===== config.mk =====
export PLATFORM = sky130hd
export DESIGN_NAME = qb_tx
export DESIGN_NICKNAME = d
export VERILOG_FILES = /design/src/rtl/qb_pkg.sv /design/src/rtl/piso_shreg.sv /design/src/rtl/qb_tx.sv
export SDC_FILE = /design/constraint.sdc
export NUM_CORES = 1
export LEC_CHECK = 0
export CAP_MARGIN = 25
export CORE_MARGIN = 2
export CORE_UTILIZATION = 51
export CTS_CLUSTER_DIAMETER = 200
export CTS_CLUSTER_SIZE = 12
export DETAILED_ROUTE_END_ITERATION = 8
export MAX_ROUTING_LAYER = met4
export PLACE_DENSITY = 0.83
export SLEW_MARGIN = 20
export SYNTH_ARGS = -nofsm -noshare
export SYNTH_HDL_FRONTEND = slang
export SYNTH_HIERARCHICAL = 1
export SYNTH_SLANG_ARGS = --single-unit
export TNS_END_PERCENT = 30

===== constraint.sdc =====
create_clock -name clk -period 2.4 [get_ports clk]
set_input_delay 0.72 -clock clk [delete_from_list [all_inputs] [get_ports clk]]
set_output_delay 0.72 -clock clk [all_outputs]
set_load 0.01 [all_outputs]

===== src/rtl/qb_pkg.sv =====
// ============================================================================
// Module   : qb_pkg
// Brief    : Shared types and constants for the qb serial link.
// Revision : 1.0 - initial release
// ============================================================================
`default_nettype none

package qb_pkg;

  // Word width shared by both ends of the link.
  localparam int QB_W = 8;

  typedef enum logic {
    IDLE  = 1'b0,
    SHIFT = 1'b1
  } qb_tx_state_t;

endpackage

`default_nettype wire


===== src/rtl/piso_shreg.sv =====
// ============================================================================
// Module   : piso_shreg
// Brief    : Parallel-load shift register that presents one serial bit.
// Revision : 1.0 - initial release
// ============================================================================
`default_nettype none

module piso_shreg #(
  parameter int W         = 8,
  parameter bit MSB_FIRST = 1'b1
) (
  input  logic         clk,
  input  logic         rst,
  input  logic         load,
  input  logic         shift,
  input  logic [W-1:0] d,
  output logic         so_bit
);

  logic [W-1:0] r_shreg;

  // Shift direction moves the next bit onto the output end.
  generate
    if (MSB_FIRST) begin : g_msb_first
      always_ff @(posedge clk) begin
        if (!rst) begin
          r_shreg <= '0;
        end else if (load) begin
          r_shreg <= d;
        end else if (shift) begin
          r_shreg <= {r_shreg[W-2:0], 1'b0};
        end
      end
      assign so_bit = r_shreg[W-1];
    end else begin : g_lsb_first
      always_ff @(posedge clk) begin
        if (!rst) begin
          r_shreg <= '0;
        end else if (load) begin
          r_shreg <= d;
        end else if (shift) begin
          r_shreg <= {1'b0, r_shreg[W-1:1]};
        end
      end
      assign so_bit = r_shreg[0];
    end
  endgenerate

endmodule

`default_nettype wire


===== src/rtl/qb_tx.sv =====
// ============================================================================
// Module   : qb_tx
// Brief    : qb serial-link transmitter with one-entry holding register.
// Revision : 1.0 - initial release
// ============================================================================
`default_nettype none

module qb_tx
  import qb_pkg::*;
#(
  parameter int W         = QB_W,
  parameter bit MSB_FIRST = 1'b1,
  parameter bit IDLE_LVL  = 1'b0
) (
  input  logic         clk,
  input  logic         rst,
  input  logic         en,
  input  logic [W-1:0] in_data,
  input  logic         in_valid,
  output logic         in_ready,
  output logic         so,
  output logic         co,
  output logic         busy
);

  localparam int            CW     = $clog2(W);
  localparam logic [CW-1:0] c_last = CW'(W - 1);

  qb_tx_state_t  r_state;
  logic [W-1:0]  r_hold;
  logic          r_hold_valid;
  logic [CW-1:0] r_bit_cnt;

  logic w_last;
  logic w_load;
  logic w_shift;
  logic w_sh_bit;

  assign w_last  = (r_state == SHIFT) && (r_bit_cnt == c_last);
  // Loading from hold on the last bit is what removes the inter-word gap.
  assign w_load  = en && r_hold_valid && ((r_state == IDLE) || w_last);
  assign w_shift = en && (r_state == SHIFT) && !w_last;

  // Accept and load never coincide: accept needs hold empty, load needs it full.
  always_ff @(posedge clk) begin
    if (!rst) begin
      r_state      <= IDLE;
      r_hold       <= '0;
      r_hold_valid <= 1'b0;
      r_bit_cnt    <= '0;
    end else begin
      if (in_valid && !r_hold_valid) begin
        r_hold       <= in_data;
        r_hold_valid <= 1'b1;
      end
      if (w_load) begin
        r_hold_valid <= 1'b0;
        r_bit_cnt    <= '0;
        r_state      <= SHIFT;
      end else if (w_shift) begin
        r_bit_cnt <= r_bit_cnt + CW'(1);
      end else if (en && w_last) begin
        r_state <= IDLE;
      end
    end
  end

  piso_shreg #(
    .W         (W),
    .MSB_FIRST (MSB_FIRST)
  ) u_shreg (
    .clk    (clk),
    .rst    (rst),
    .load   (w_load),
    .shift  (w_shift),
    .d      (r_hold),
    .so_bit (w_sh_bit)
  );

  assign in_ready = ~r_hold_valid;
  assign so       = (r_state == SHIFT) ? w_sh_bit : IDLE_LVL;
  assign co       = w_last;
  assign busy     = (r_state == SHIFT) | r_hold_valid;

endmodule

`default_nettype wire

# == Yosys cells after proc, flatten, opt, wreduce, memory -nomap -nowiden ==
# Cells that the tools add are included.
# word_totals
regBits,21
in_bits,12
output_inout_bits,4
# classes
n_addsub,1
n_eq_ne,2
muxes,6
bitwise,4
reduce_logical,14
# op_table
operator,n
8-bit two-way mux,2
1-bit logical AND,7
1-bit two-way mux,4
2-bit nonzero test,2
"3-bit by 1-bit adder with 3-bit output, second input constant",1
"3-bit == test, second input constant",1
1-bit NOT,3
1-bit zero test,2
"2-bit by 1-bit inequality test with 1-bit output, second input constant",1
2-bit AND reduction,1
2-bit OR reduction,1
1-bit logical OR,1
1-bit OR,1

# == Depth between registers and ports, before layout ==
# logic_depth
word_depth,6
ltp_mapped,7
depth_no_buf,6

# == By module ==
# The synthesis kept the hierarchy.
# modules_own_cells
module,n_inst,cells_each,area_per_inst_um2,seq_area_each_um2
qb_tx,1,56,555.5,260.2
piso_shreg,1,35,419.2,160.2

# == Worst setup path after synthesis ==
# Ideal clock, no wire load.
# synth_path
path_kind,register -> register
startpoint,register r_bit_cnt[0]
endpoint,register u_shreg.r_shreg[1]
setup_ns,0.116
arrival_time_ns,1.607
required_time_ns,2.284
slack_ns,0.676
path_stages_with_launch,8
n_path_buf,1
synth_period_minus_slack_ns,1.724
path_cell_list,dfxtp_1 > ha_1 > ha_1 > nand3b_1 > inv_1 > buf_6 > mux2_4 > o211a_1
# synth_via
elab_chain_len,5
word_cells_on_any_way,8
classes_between,eq/ne: 1; mux: 1; reduce/logical: 6
# synth_rtl
element,line,rtl
from (decl),qb_tx.sv:32,logic [CW-1:0] r_bit_cnt;
from (signal assigned),qb_tx.sv:61,r_bit_cnt <= r_bit_cnt + CW'(1);
3-bit == test,qb_tx.sv:39,assign w_last = (r_state == SHIFT) && (r_bit_cnt == c_last);
1-bit logical AND,qb_tx.sv:39,
1-bit zero test,qb_tx.sv:42,assign w_shift = en && (r_state == SHIFT) && !w_last;
1-bit logical AND,qb_tx.sv:42,
via w_shift,qb_tx.sv:36,logic w_shift;
2-bit nonzero test (no source line),-,
to (signal assigned),piso_shreg.sv:31,"r_shreg <= {r_shreg[W-2:0], 1'b0};"
to (decl),piso_shreg.sv:20,logic [W-1:0] r_shreg;
# The timed path passes the listed nets, and every way through them passes these cells.
# A chain may end at the register's enable or synchronous reset.

# == Worst setup path after layout ==
# layout_path
startpoint,register r_bit_cnt[0]
endpoint,output co
# layout_via
elab_chain_len,2
# layout_rtl
element,line,rtl
3-bit == test,qb_tx.sv:39,
1-bit logical AND,qb_tx.sv:39,
to (decl),qb_tx.sv:22,"output logic co,"
# Every way passes these cells.

==> impl_metrics.tcl <==
set metrics [dict create \
    layout-drive-gt1-share_pct 15.45 \
    worst_slew_pin_slew_ns 0.5720 \
    clk_pin_slew_ns 0.11 \
    totalWireLength_um 1577 \
    p_seq_share_pct 58.4 \
    hold_class "register to register" \
    num_antenna_cells 0 \
    fin_ws_ns 0.1933 \
    period_share_pct 91.95 \
    worstSkewPairLatency_ns 0.30 \
    worstPathRequired_ns 1.68 \
    antenna_found_initial 0 \
    r2r_cells 6 \
    cp-endpoint "co" \
    final_util_pct 66.88 \
    worst-r2r-setup-slack_ns 0.49 \
    placementRows 15 \
    synth_nets 105 \
    finalSetupTns_ns 0 \
    slew_headroom_pct 61.75 \
    portBuffers 15 \
    min_period_ns 2.207 \
    avgViaCountPerCell 4.933 \
    ir_worst_vdd_mv 0.3983 \
    dp_cells 131 \
    area_delta_synth_final_pct 21.05 \
    hold_start "r_bit_cnt[2]" \
    globalRouteOverflowTotal 0 \
    cts_buffers 3 \
    synth.distinct_cells 25 \
    die_y_um 47.72 \
    vias 666 \
    status "finished, final reports clean" \
    nets 125 \
    dpl.hpwl_um 1166 \
    endpoint_kind "output pin" \
    timing.max_cap.violations 0 \
    detail-route-antenna-nets 0 \
    dieWidth_um 47.72 \
    slowest_delay_ns 0.34 \
    critPathKind "register to output pin" \
    p_per_area_nw_per_um2 552.5 \
    slew_viol_final 0 \
    dpl_cell_area_sq_um 1155 \
    h-tree-depth 1 \
    grtUsageTotal_pct 18.06 \
    route.detailed.drc 0 \
    setup_viol 0 \
    nFillCells 152 \
    ys_ff_latch 21 \
    grt_pass1_wl_um 2628 \
    clock-sinks 21 \
    grt_max_degree 19 \
    yosysSeqAreaShare_pct 43.13 \
    cellLeakagePower_nw 0.5560 \
    rsz0062_at_grt "no" \
    p_clk_share_pct 25.5 \
    routedWlPerCell_um 11.68 \
    path_max_fanout 4 \
    drtIter0Drc 5 \
    path_cells "ha_1 > ha_1 > and2_1 > dlygate4sd2_1" \
    multi_input_area_sq_um 515.5 \
    pre_cts_slack_ns 0.1169 \
    report.power.total_mw 0.6518 \
    cp_slowest_cell "dfxtp_1" \
    syn_inst 91 \
    avgSynthCellArea_sq_um 10.71 \
    crit_top_cell "ha_1" \
    p_sw_share_pct 23.50 \
    startpoint_type "register" \
    finalClockSkew_ns 0.004573 \
    max_freq_ghz 0.4532 \
    grt_pass1_vias 615 \
    crit-reg2reg-launch "r_bit_cnt[0]" \
    yosysWarnings 6 \
    clockRootBuffer "clkbuf_4" \
    dr.pass1.iters 4 \
    intPower_mw 0.4987 \
    cts_tree "yes" \
    cts_buffer_depth 2 \
    start_util_pct 55.25 \
    gp_congestion 0.6926 \
    combPwrFrac_pct 16.1 \
    final_cells 135 \
    timing.rr.end "u_shreg/r_shreg[3]" \
    syn_area_sq_um 974.7 \
    regArea_sq_um 420.4 \
    cp.arrival_ns 1.49 \
    hold_viol_final 0 \
    ios 16 \
    coreArea_sq_um 1764 \
    die-area_sq_um 2277 \
    crit_start "r_bit_cnt[0]" \
    finalInstanceArea_sq_um 1180 \
    timing.hold.ws_ns 0.4689 \
    switchingPower_mw 0.1532 \
]
-- repair_timing --
action                                  4_1_cts  5_1_grt
resized for setup                             1        0
hold buffers                                  0        0
endpoints found under the setup margin        1        0
buffers inserted                              0        0
-- worst min-delay path by stage --
stage	cells past startpoint	to	slack, ns
2_1_floorplan	2	u_shreg/r_shreg[0]	0.44
3_3_place_gp	2	r_bit_cnt[1]	0.45
3_5_place_dp	2	u_shreg/r_shreg[0]	0.46
4_1_cts	2	u_shreg/r_shreg[0]	0.47
5_1_grt	2	r_bit_cnt[2]	0.49
6_report	2	r_bit_cnt[2]	0.47
-- cell type report --
type                            instances  share of cell area, %
Timing Repair Buffer                   19                  15.16
Tap cell                               25                  2.651
Multi-Input combinational cell         64                  43.69
Clock buffer                            4                  2.227
Inverter                                2                 0.6363
Sequential cell                        21                  35.63
-- power by group through the flow --
stage | sequential (mW) | clock [mW] | combinational, mW
final | 0.381 | 0.166 | 0.105
after global routing | 0.383 | 0.191 | 0.117
after CTS | 0.381 | 0.176 | 0.106
after detailed placement | 0.389 | 0 | 0.105
after global placement | 0.387 | 0 | 0.103
after floorplan | 0.385 | 0 | 0.0697
-- cells in the mapped netlist --
library cell	instances	area [sq um]
mux2_4	7	105.1
a21oi_1	2	10.01
dfxtp_1	21	420.4
a21boi_1	1	7.510
mux2i_1	8	80.08
o21ai_2	1	8.760
nand3_1	2	10.01
nand3b_1	1	7.510
xor2_1	1	8.760
o211a_1	7	70.07
a21boi_0	1	7.510
buf_2	1	5.000
ha_1	2	25.02
inv_1	2	7.510
nor2b_1	8	50.05
nor2_1	4	15.01
nor2b_2	1	8.760
nand2b_1	7	43.79
and2b_1	1	7.510
and2_1	2	12.51
or2_2	1	6.260
nand2_1	6	22.52
or3b_1	1	8.760
buf_6	2	22.52
buf_1	1	3.750
-- worst max-delay path, delay by kind of cell, from the launching register on --
kind / cells / cell delay (ns)
simple gates: 1 / 0.16
flops: 1 / 0.34
fa+ha+maj: 2 / 0.41
buf+inv: 1 / 0.28
-- placed cells by master (no fill, tap or decap), types with 3 or more instances in the layout --
cell / count
nor2b_1: 8
nand2_1: 6
mux2i_1: 8
dfxtp_1: 21
buf_4: 4
clkbuf_4: 3
mux2_4: 7
clkdlybuf4s50_1: 14
nand2b_1: 7
nor2_1: 4
o211a_1: 7
-- metal layers --
metal	track usage, %	routed length [um]	vias to the layer above
met4	11.35	21	0
met1	22.45	787	303
met5	-	0	-
met3	4.528	47	2
li1	-	-	353
met2	25.87	721	8
-- registers in the layout (all words and copies together) (netlist names) --
register         count
r_bit_cnt            3
r_hold               8
r_hold_valid         1
r_state              1
u_shreg/r_shreg      8
-- cells by family (layout without fill, tap and decap cells) --
group / Yosys count / after routing / share of synthesized area (%)
AOI/OAI and AO/OA: 12 / 12 / 10.66
and+or+nand+nor: 34 / 34 / 19.77
DFF: 21 / 21 / 43.13
adders and majority gates: 2 / 2 / 2.567
xor gates and xnor gates: 1 / 1 / 0.8988
buffers and inverters: 6 / 25 / 3.979
muxes: 15 / 15 / 19.00
No activity file was read; power rests on OpenSTA's default activity.
==> edit: new RTL, same settings <==
Set the package constant `QB_W` to 16 (it was 8).
--- a/src/rtl/qb_pkg.sv
+++ b/src/rtl/qb_pkg.sv
@@ -8,7 +8,7 @@
 package qb_pkg;
 
   // Word width shared by both ends of the link.
-  localparam int QB_W = 8;
+  localparam int QB_W = 16;
 
   typedef enum logic {
     IDLE  = 1'b0,
Interface: changed (resized in_data); port bits go from 16 to 24. No check against the original RTL was run, so the function may have changed too.
==> edit against the original RTL <==
- largest power group unchanged
- total power grew 81%
- fmax fell by 2.1%
- wire length increased by 120%
- worst setup slack got worse by 0.046 ns
- synthesized cell count grew 97%
- hold slack got worse by 0.0088 ns
- sequential power is 81% higher
- sequential cell count is 17 higher
- synthesized area rose by 77%
- clock skew up 0.0040 ns
- cell area up 78%
- register-to-register slack improved by 0.13 ns
==> edit: results (changes against the original RTL) <==
number of port buffers=23 (+8); Reg2Reg Launch Point=r_bit_cnt[1]$_SDFFE_PP0P_; FF-to-FF setup slack=0.62 ns (+0.13 ns); Leakage=0.958 nW (+72%); Hold Startpoint=r_hold[10]$_SDFFE_PN0P_; Hold Slack=0.460 ns (-0.00875 ns); Max VDD drop=0.359 mV (-10%); Detailed Route WL=3400 um (+120%); number of global-route vias before repair=1331 (+120%); worst-skew pair later-pin latency=0.35 ns (+0.05 ns); data arrival time of the critical path=1.53 ns (+0.04 ns); status=complete, no violations; share of cells above drive strength 1=0.211 (+0.0560); number of buffers created by CTS=5 (+2); most frequent cells after synthesis=dfxtp_1 (38), nand2_1 (35), a21oi_1 (18); Fill cells=267 (+76%); fin cells=255 (+89%); first-pass GRT wire length=5730 um (+120%); Critical R2R Capture=u_shreg/r_shreg[14]$_SDFFE_PN0P_; cell-internal power=0.879 mW (+76%); cell count after synthesis=179 (+97%); Inst Count DP=246 (+88%); CTS HTree Levels=2 (+1); fin nets=230 (+84%); Hold Path End=r_hold[10]$_SDFFE_PN0P_; CP Launch Point=r_state$_SDFFE_PN0P_; Worst Tran Pin Value=0.611 ns (+0.0391 ns); Synth cell types=35 (+40%); final RePlAce weighted congestion=0.853 (+23%); initial DRC count=42 (+37); largest cells by area after synthesis=dfxtp_1 (44%), o211a_1 (8.7%), mux2_4 (7.8%), nand2_1 (7.6%), nand2b_1 (5.8%); Top Registers=r_hold (16), u_shreg/r_shreg (16), r_bit_cnt (4); post-synthesis sequential area ratio=0.442 (+0.0105); critical path endpoint=so
-- edit: layer usage --
layer	GRT usage	vias to the layer above	routed length [um]
li1	-	673	-
met1	0.213	641	1530
met2	0.326	25	1630
met3	0.0598	11	120
met4	0.114	0	108
met5	-	-	0
-- edit: cells by family (layout without fill, tap and decap cells) --
logic type	Yosys count	after routing	synth area share
compound gates	42	42	0.182
simple gates	68	68	0.195
flops	38	38	0.442
buf+inv	15	45	0.0560
mux	15	15	0.118
fa+ha+maj	1	1	0.00727
-- edit: cell type report --
class	count	area [sq um]	share of cell area
multi-input combinational	126	881	0.419
sequential	38	763	0.363
timing repair buffer	35	344	0.163
tap	46	57.6	0.0273
clock buffer	5	37.5	0.0178
inverter	3	11.3	0.00535
clock inverter	2	10.0	0.00476
-- edit: power groups by stage --
stage | logic (mW) | clock network (mW) | registers (mW)
detailed placement | 0.183 | 0 | 0.703
finish | 0.184 | 0.310 | 0.689
floorplan | 0.117 | 0 | 0.695
global route | 0.200 | 0.350 | 0.693
global placement | 0.175 | 0 | 0.700
CTS | 0.185 | 0.315 | 0.688
-- edit: repair_timing --
action / 4_1_cts / 5_1_grt
gates resized for setup: 5 / 0
setup endpoints to repair: 1 / 0
buffers inserted: 2 / 0
-- edit: worst max-delay path, cell delays in order, from the launching register on --
cell,delay (ns)
dfxtp_1,0.49
and2_1,0.17
clkdlybuf4s50_1,0.53
-- edit: metrics by stage --
stage / utilization / setup WS [ns] / power [mW] / instance area (sq um)
4_1_cts: 0.641 / 0.144 / 1.19 / 2100
3_5_place_dp: 0.618 / 0.0741 / 0.885 / 2030
6_report: 0.641 / 0.147 / 1.18 / 2100
2_1_floorplan: - / 0.523 / 0.812 / 1720
5_1_grt: 0.641 / 0.0623 / 1.24 / 2100
3_3_place_gp: 0.618 / 0.114 / 0.875 / 2030
